**src/rtl/matrix_subtraction_seq.sv**
```systemverilog
// Sequential ROWSxCOLS matrix subtractor: C = A - B, one element per clock.
// Operands are captured on start. Results and per-element borrow flags are
// published together with a one-cycle done pulse.
module matrix_subtraction_seq #(
  parameter int unsigned ELEM_W = 4,
  parameter int unsigned ROWS   = 2,
  parameter int unsigned COLS   = 2,
  // Derived; not meant to be overridden
  localparam int unsigned N     = ROWS * COLS,
  localparam int unsigned BUS_W = N * ELEM_W
) (
  input  logic             clk,
  input  logic             rst,
  input  logic             start,
  input  logic [0:BUS_W-1] A,
  input  logic [0:BUS_W-1] B,
  output logic [0:BUS_W-1] C,
  output logic [0:N-1]     borrow,
  output logic             busy,
  output logic             done
);

  localparam int unsigned CntW = (N > 1) ? $clog2(N) : 1;
  localparam logic [CntW-1:0] LastIdx = CntW'(N - 1);

  typedef enum logic [1:0] {
    StIdle,
    StCompute,
    StDone
  } state_e;

  state_e           state_q, state_d;
  logic [CntW-1:0]  cnt_q, cnt_d;
  logic [0:BUS_W-1] a_q, a_d;
  logic [0:BUS_W-1] b_q, b_d;
  // Scratch results, hidden from the outputs until the operation completes
  logic [0:BUS_W-1] diff_q, diff_d;
  logic [0:N-1]     brw_q, brw_d;
  logic [0:BUS_W-1] c_q, c_d;
  logic [0:N-1]     borrow_q, borrow_d;
  logic             busy_q, busy_d;
  logic             done_q, done_d;

  logic [ELEM_W-1:0] elem_a, elem_b;
  logic [ELEM_W:0]   elem_sub;

  // Select the current element and subtract with one extra bit to expose the borrow
  always_comb begin
    elem_a   = a_q[int'(cnt_q) * ELEM_W +: ELEM_W];
    elem_b   = b_q[int'(cnt_q) * ELEM_W +: ELEM_W];
    elem_sub = {1'b0, elem_a} - {1'b0, elem_b};
  end

  // Next-state and datapath control
  always_comb begin
    state_d  = state_q;
    cnt_d    = cnt_q;
    a_d      = a_q;
    b_d      = b_q;
    diff_d   = diff_q;
    brw_d    = brw_q;
    c_d      = c_q;
    borrow_d = borrow_q;
    busy_d   = busy_q;
    done_d   = 1'b0;

    unique case (state_q)
      StIdle: begin
        if (start) begin
          a_d     = A;
          b_d     = B;
          cnt_d   = '0;
          busy_d  = 1'b1;
          state_d = StCompute;
        end
      end
      StCompute: begin
        diff_d[int'(cnt_q) * ELEM_W +: ELEM_W] = elem_sub[ELEM_W-1:0];
        brw_d[int'(cnt_q)]                     = elem_sub[ELEM_W];
        if (cnt_q == LastIdx) begin
          cnt_d   = '0;
          state_d = StDone;
        end else begin
          cnt_d = cnt_q + 1'b1;
        end
      end
      StDone: begin
        c_d      = diff_q;
        borrow_d = brw_q;
        done_d   = 1'b1;
        busy_d   = 1'b0;
        state_d  = StIdle;
      end
      default: begin
        state_d = StIdle;
        busy_d  = 1'b0;
      end
    endcase
  end

  // State and data registers with asynchronous clear
  always_ff @(posedge clk or posedge rst) begin
    if (rst) begin
      state_q  <= StIdle;
      cnt_q    <= '0;
      a_q      <= '0;
      b_q      <= '0;
      diff_q   <= '0;
      brw_q    <= '0;
      c_q      <= '0;
      borrow_q <= '0;
      busy_q   <= 1'b0;
      done_q   <= 1'b0;
    end else begin
      state_q  <= state_d;
      cnt_q    <= cnt_d;
      a_q      <= a_d;
      b_q      <= b_d;
      diff_q   <= diff_d;
      brw_q    <= brw_d;
      c_q      <= c_d;
      borrow_q <= borrow_d;
      busy_q   <= busy_d;
      done_q   <= done_d;
    end
  end

  // Outputs come straight from registers
  always_comb begin
    C      = c_q;
    borrow = borrow_q;
    busy   = busy_q;
    done   = done_q;
  end

endmodule

```
**config.mk**
```make
export PLATFORM = sky130hd
export DESIGN_NAME = matrix_subtraction_seq
export DESIGN_NICKNAME = d
export VERILOG_FILES = /design/src/rtl/matrix_subtraction_seq.sv
export SDC_FILE = /design/constraint.sdc
export NUM_CORES = 1
export LEC_CHECK = 0
export BUFFER_PORTS_ARGS = -buffer_cell sky130_fd_sc_hd__buf_2
export CORE_MARGIN = 4
export CORE_UTILIZATION = 44
export DETAILED_ROUTE_END_ITERATION = 6
export GPL_TIMING_DRIVEN = 1
export PLACE_DENSITY = 0.69
export SLEW_MARGIN = 20
export SYNTH_ARGS = -nofsm -noshare
export SYNTH_HDL_FRONTEND = slang
export SYNTH_SLANG_ARGS = --single-unit
export TNS_END_PERCENT = 100
```
**constraint.sdc**
```tcl
create_clock -name clk -period 2.3 [get_ports clk]
set_clock_uncertainty 0.05 [all_clocks]
set_input_delay 0.115 -clock clk [delete_from_list [all_inputs] [get_ports clk]]
set_output_delay 0.115 -clock clk [all_outputs]
set_load 0.005 [all_outputs]
```
==> out/results.ini, run 1 <==
[run_status]
run_status = complete, no violations

[finish]
antenna_cells_inserted = 0
finish.net_count = 382
drive_above_1_share_pct = 47.23
utilization_after_layout_pct = 58.81
finalInstanceArea_um2 = 4568
area_growth_pct = 29.61

[setup_path]
required_worst_endpoint_ns = 2.50
worstPathMaxFanout = 4
critical_path_arrival_ns = 2.45
timing.setup.critical_path_class = reg2reg
startpoint_type = flip-flop
cp-end-kind = flip-flop

[grt]
grt.total_usage_pct = 15.96
grt.overflow.total = 0
initial_antenna_violation_count = 0
grt_start_max_net_pins = 73
first_global_vias = 2460
wire_length_of_the_first_global_routing_pass_mm = 12.19

[clock_network]
clkTransAtPathRegs_ns = 0.08
numClockSinks = 78
clock_tree_from_tritoncts = built
cts_bufs_inserted = 9
cts.path.max_buffers = 2
clock_tree.htree_level_count = 3
clock-root-buffer = sky130_fd_sc_hd__clkbuf_8
worstSkewPairLatency_ns = 0.35

[synthesis]
synth_area_um2 = 3525
synth_seq_cells = 78
ys_warn_count = 0
synth_sequential_area_ratio_pct = 55.38
synth-edff-count = 0
syn_nets = 283
synthMostInstantiatedCell = sky130_fd_sc_hd__dfrtp_1
yosys.cell_types.count = 33
synth_cells = 239
synth_top_cells_by_count = sky130_fd_sc_hd__dfrtp_1, sky130_fd_sc_hd__mux2_4, sky130_fd_sc_hd__mux2_2, sky130_fd_sc_hd__nand2_1, sky130_fd_sc_hd__inv_1
synthArstFlopShare_pct = 100.0
synthTopCellsByArea = sky130_fd_sc_hd__dfrtp_1, sky130_fd_sc_hd__mux2_4, sky130_fd_sc_hd__mux2_2, sky130_fd_sc_hd__mux4_2, sky130_fd_sc_hd__ha_1
post-synth-top-area-fraction_pct = 55.38
ys_dominant_reg_cell = sky130_fd_sc_hd__dfrtp_1
post-synth-top-area-cell = sky130_fd_sc_hd__dfrtp_1
postSynthAreaPerCell_um2 = 14.75

[timing]
finalHoldViolations = 0
max_freq_mhz = 444.3
rsz0062_at_grt = false
final_min_period_over_clock_period_pct = 97.87
slew_headroom_pct = 74.92
final_critical_path_setup_slack_ns = 0.04903
tightest_slew_ns = 0.3762
finalCriticalPeriod_ns = 2.251
setup_tns_ns = 0
final_number_of_setup_violating_endpoints = 0
final-max-slew-violation-count = 0

[power_and_ir_drop]
net_switching_component_of_the_power_mw = 2.439
power.share.combinational_pct = 51.0
power_density_nw_per_um2 = 1480
power.share.sequential_pct = 33.9
sw_share_pct = 36.09
leakage_nw = 2.207
clk_network_pwr_share_pct = 15.1
vdd.ir_drop.worst_v = 0.0007818
int_power_mw = 4.320
power_consumption_mw = 6.759

[drt]
detail_route.first_pass.iterations = 6
routed_wire_length_per_instance_um = 16.12
route.final.wire_length_mm = 7.174
vias = 2259
drt_iter0_drc = 49
antenna_left = 0
avgViaCountPerCell = 5.076
drc = 0

[floorplan]
die-area_um2 = 9506
die_width_um = 97.50
floorplan.core_area_um2 = 7767
floorplan.io_pins = 57
chipHeight_um = 97.50
fp-row-count = 32
initial_utilization_pct = 45.38

[placed_design]
gpl.final_weighted_congestion = 0.7904
placement.cell_area_um2 = 3926
place.detailed.hpwl_mm = 4.650
place_ws_ns = -0.1213
number_of_buffers_added_on_ports = 56

[job]
timing.max_cap.violations = 0

[min_path]
min-delay-path-class = in2reg

==> cell families after synthesis <==
group	share of synthesized area, %
AOI/OAI and AO/OA	6.070
xor gates and xnor gates	0.2485
adders and majority gates	3.408
buffers and inverters	4.686
DFF	55.38
muxes	24.81
and+or+nand+nor	5.396
==> worst max-delay path, stage by stage, from the launching register on <==
cell and delay, ns:
sky130_fd_sc_hd__dfrtp_2 0.41, sky130_fd_sc_hd__mux4_2 0.52, sky130_fd_sc_hd__inv_2 0.09, sky130_fd_sc_hd__ha_4 0.13, sky130_fd_sc_hd__inv_1 0.04, sky130_fd_sc_hd__fa_2 0.53
sky130_fd_sc_hd__inv_2 0.08, sky130_fd_sc_hd__o41ai_2 0.31
==> stage by stage <==
step                      hold WS (ns)  cells
final                         0.006607    445
after global routing           0.03391    445
after CTS                     0.001767    445
after detailed placement      -0.02474    395
after global placement        -0.02669    395
after floorplan                 0.2131    239
==> registers in the layout, indices dropped and copies added (netlist names) <==
register  count
borrow        4
done          1
a_q          16
diff_q       16
brw_q         4
state_q       2
cnt_q         2
b_q          16
busy          1
C            16
==> cells in the final DEF (no fill, tap or decap), types with 2 or more instances in the layout <==
cell                            Yosys  layout
sky130_fd_sc_hd__a21oi_1            2       2
sky130_fd_sc_hd__clkbuf_8           0      10
sky130_fd_sc_hd__dfrtp_1           78      77
sky130_fd_sc_hd__o41ai_2            0       4
sky130_fd_sc_hd__inv_2              1       4
sky130_fd_sc_hd__ha_4               0       2
sky130_fd_sc_hd__o21ai_1            0       4
sky130_fd_sc_hd__or2_0              2       2
sky130_fd_sc_hd__buf_12             3       3
sky130_fd_sc_hd__ha_1               8       6
sky130_fd_sc_hd__buf_4              2       8
sky130_fd_sc_hd__o31ai_1           10       9
sky130_fd_sc_hd__nand2_1           22      22
sky130_fd_sc_hd__mux2_4            29      29
sky130_fd_sc_hd__mux2_2            23      23
sky130_fd_sc_hd__nor2_1             2       2
sky130_fd_sc_hd__nand3b_1           4       4
sky130_fd_sc_hd__o41ai_1            7       2
sky130_fd_sc_hd__inv_1             11       8
sky130_fd_sc_hd__a21o_1             3       3
sky130_fd_sc_hd__clkinv_2           0       2
sky130_fd_sc_hd__dlygate4sd3_1      0      33
sky130_fd_sc_hd__mux4_2             8       8
sky130_fd_sc_hd__nand2b_1           2       2
sky130_fd_sc_hd__buf_2              3      56
==> power groups by stage <==
stage / clock network (mW) / logic [mW] / registers, mW
floorplan: 0 / 2.15 / 2.19
global placement: 0 / 2.66 / 2.30
detailed placement: 0 / 2.74 / 2.32
CTS: 1.06 / 2.97 / 2.30
global route: 1.12 / 3.74 / 2.36
finish: 1.02 / 3.45 / 2.29
==> metal layers <==
layer	global-route usage, %	vias to the layer above	part of all wire (%)
met5	0	-	0
met4	5.325	0	1.5
met3	4.953	13	5.2
met2	26.04	58	51
met1	20.23	1135	42
li1	-	1053	-
==> area by class of cell <==
cell class / instances / area [um^2]
clock inverter: 5 / 56.30
inverter: 12 / 45.04
tap: 102 / 127.6
fill: 625 / 3199
multi-input combinational: 137 / 1514
sequential: 78 / 1953
clock buffer: 11 / 141.4
timing repair buffer: 100 / 730.7
==> what timing repair did <==
item	4_1_cts	5_1_grt
hold endpoints to repair	110	0
gates resized for setup	4	20
setup buffers	1	0
hold buffers	33	0
setup endpoints to repair	12	14
pin swaps	2	7
==> worst paths after layout <==
check | from | end | slack (ns) | depth (start not counted)
min | start | state_q[0] | 0.007 | 3
max in group asynchronous | rst | cnt_q[0] | 1.43 | 4
max reg2reg | cnt_q[0] | diff_q[10] | 0.05 | 7
min in group asynchronous | rst | a_q[11] | 0.15 | 3
min reg2reg | diff_q[5] | diff_q[5] | 0.43 | 2
max | cnt_q[0] | diff_q[10] | 0.05 | 7
No activity file was read; power rests on OpenSTA's default activity.
==> inputs of run 2 (changes only) <==
--- a/config.mk
+++ b/config.mk
@@ -6,11 +6,12 @@
 export NUM_CORES = 1
 export LEC_CHECK = 0
 export BUFFER_PORTS_ARGS = -buffer_cell sky130_fd_sc_hd__buf_2
-export CORE_MARGIN = 4
+export CORE_MARGIN = 2
 export CORE_UTILIZATION = 44
 export DETAILED_ROUTE_END_ITERATION = 6
 export GPL_TIMING_DRIVEN = 1
 export PLACE_DENSITY = 0.69
+export SETUP_SLACK_MARGIN = 0.3
 export SLEW_MARGIN = 20
 export SYNTH_ARGS = -nofsm -noshare
 export SYNTH_HDL_FRONTEND = slang
==> run 2 against run 1 <==
Net effect:
- count of clock-buffer cells in the layout fell by 2
- setup slack improved by 0.096 ns
- sequential share of layout area fell by 0.37 points
- wire length fell by 3.3%
- global-route usage rose by 1.5 points
- die area fell by 8.0%
- via count fell by 1.2%
- non-clock buffer count rose by 4
- power fell by 1.1%
- critical path type unchanged
- critical endpoint is now brw_q[3]
==> out/results.ini, run 2 (same netlist as run 1, synthesis figures left out) <==
[clock_network]
clock-root-buffer = sky130_fd_sc_hd__clkbuf_8
postCtsSetupRepairBufs = 0
numClockSinks = 78
clock_tree_from_tritoncts = built
cts.path.max_buffers = 2
clock_tree.htree_level_count = 3
cts_bufs_inserted = 9
worstSkewPairLatency_ns = 0.35
clkTransAtPathRegs_ns = 0.10

[finish]
utilization_after_layout_pct = 59.63
area_growth_pct = 30.74
antenna_cells_inserted = 0
fillCellCount = 606
most_common_library_cell_in_the_layout_ignoring_fill_and_taps = sky130_fd_sc_hd__dfrtp_1
layout_common_cells = sky130_fd_sc_hd__dfrtp_1, sky130_fd_sc_hd__buf_2, sky130_fd_sc_hd__dlygate4sd3_1
drive_above_1_share_pct = 49.86
final_standard_cell_count_with_taps_included_and_fillers_excluded = 449
finish.net_count = 386

[timing]
final_critical_path_setup_slack_ns = 0.1452
final_number_of_setup_violating_endpoints = 0
slew_headroom_pct = 68.70
max_freq_mhz = 464.1
final_min_period_over_clock_period_pct = 93.69
finalHoldViolations = 0
tightest_slew_ns = 0.4686
finalCriticalPeriod_ns = 2.155
final-max-slew-violation-count = 0
setup_tns_ns = 0
rsz0062_at_grt = true

[setup_path]
timing.setup.critical_path_class = reg2reg
startpoint_type = flip-flop
reg2reg_from = cnt_q[0]
rrSetupSlack_ns = 0.15
r2r_worst_path_depth = 8
worstPathMaxFanout = 4
critical_path_arrival_ns = 2.40
required_worst_endpoint_ns = 2.54
cp-end-kind = flip-flop
crit-reg2reg-capture = brw_q[3]

[drt]
routed_wire_length_per_instance_um = 15.45
drc = 0
avgViaCountPerCell = 4.973
vias = 2233
route.final.wire_length_mm = 6.938
detail_route.first_pass.iterations = 4
drt_iter0_drc = 60
antenna_left = 0

[grt]
wire_length_of_the_first_global_routing_pass_mm = 11.64
first_global_vias = 2328
grt.overflow.total = 0
initial_antenna_violation_count = 0
grt.total_usage_pct = 17.51
grt_start_max_net_pins = 39

[power_and_ir_drop]
sw_share_pct = 37.61
vdd.ir_drop.worst_v = 0.0007903
leakage_nw = 2.222
int_power_mw = 4.171
clk_network_pwr_share_pct = 14.7
power.share.sequential_pct = 34.6
power.share.combinational_pct = 50.7
power_density_nw_per_um2 = 1451
net_switching_component_of_the_power_mw = 2.514

[floorplan]
die_width_um = 93.50
die-area_um2 = 8742
floorplan.core_area_um2 = 7727
floorplan.io_pins = 57
chipHeight_um = 93.50
initial_utilization_pct = 45.61
fp-row-count = 32

[min_path]
min-delay-path-class = in2async

[placed_design]
gpl.final_weighted_congestion = 0.8346
numPlacedInstances = 399
place.detailed.hpwl_mm = 4.702
place_ws_ns = -0.02379
number_of_buffers_added_on_ports = 56

[run_status]
run_status = complete, no violations

[job]
timing.max_cap.violations = 0

## run 2: cell types whose count changed in the layout (fill, tap and decap cells not counted), sizes merged
cell and delta:
clkbuf -2, inv +1, dlygate4sd3 +1, clkinvlp +2
bufinv -1, buf +3
## run 2: how the worst max path moves through the flow
| stage | from | to | slack (ns) | depth (start not counted) |
|---|---|---|---|---|
| CTS | cnt_q[0] | brw_q[3] | 0.13 | 8 |
| detailed placement | cnt_q[0] | diff_q[10] | -0.02 | 5 |
| global route | cnt_q[0] | brw_q[1] | 0.07 | 6 |
| floorplan | cnt_q[0] | diff_q[1] | 0.03 | 8 |
| finish | cnt_q[0] | brw_q[3] | 0.15 | 8 |
| global placement | cnt_q[0] | brw_q[2] | 0.07 | 6 |
## run 2: power groups by stage
stage               Combinational, mW  Clock (mW)  Sequential (mW)
floorplan                        2.35           0             2.19
global placement                 2.96           0             2.32
detailed placement               3.03           0             2.33
CTS                              3.31       0.999             2.32
global route                     3.69        1.06             2.40
finish                           3.39       0.984             2.31
## run 2: worst max-delay path: stages (launching register included)
cell,delay [ns]
sky130_fd_sc_hd__dfrtp_2,0.42
sky130_fd_sc_hd__mux4_2,0.52
sky130_fd_sc_hd__inv_2,0.08
sky130_fd_sc_hd__ha_4,0.13
sky130_fd_sc_hd__inv_2,0.03
sky130_fd_sc_hd__fa_2,0.36
sky130_fd_sc_hd__a21o_1,0.17
sky130_fd_sc_hd__a21o_1,0.20
sky130_fd_sc_hd__o21ai_1,0.14
## run 2: final cells by class
| cell class | instances | area [um^2] | share of cell area (%) |
|---|---|---|---|
| Clock inverter | 7 | 65.06 | 1.412 |
| Multi-Input combinational cell | 137 | 1525 | 33.10 |
| Timing Repair Buffer | 104 | 758.2 | 16.45 |
| Tap cell | 102 | 127.6 | 2.769 |
| Inverter | 12 | 55.05 | 1.195 |
| Sequential cell | 78 | 1953 | 42.38 |
| Clock buffer | 9 | 123.9 | 2.688 |
## run 2: stage by stage
step	power, mW	hold slack (ns)	cell area (um^2)
6_report	6.685	0.2608	4608
5_1_grt	7.150	0.3082	4608
4_1_cts	6.629	0.2699	4571
3_5_place_dp	5.365	0.1141	3994
3_3_place_gp	5.280	0.1151	3994
2_1_floorplan	4.540	0.2131	3582
## run 2: repair_timing
action,CTS,global route
resized for setup,14,8
hold endpoints to repair,52,0
gates cloned,0,0
pin swaps,7,4
hold buffers,34,0
setup endpoints to repair,16,18
## run 2: metal layers
layer	up-vias	wire length, um	track usage (%)
met2	58	3422	29.44
met3	7	360	5.560
met1	1098	3099	22.63
met4	0	55	2.941
li1	1070	-	-
met5	-	0	0
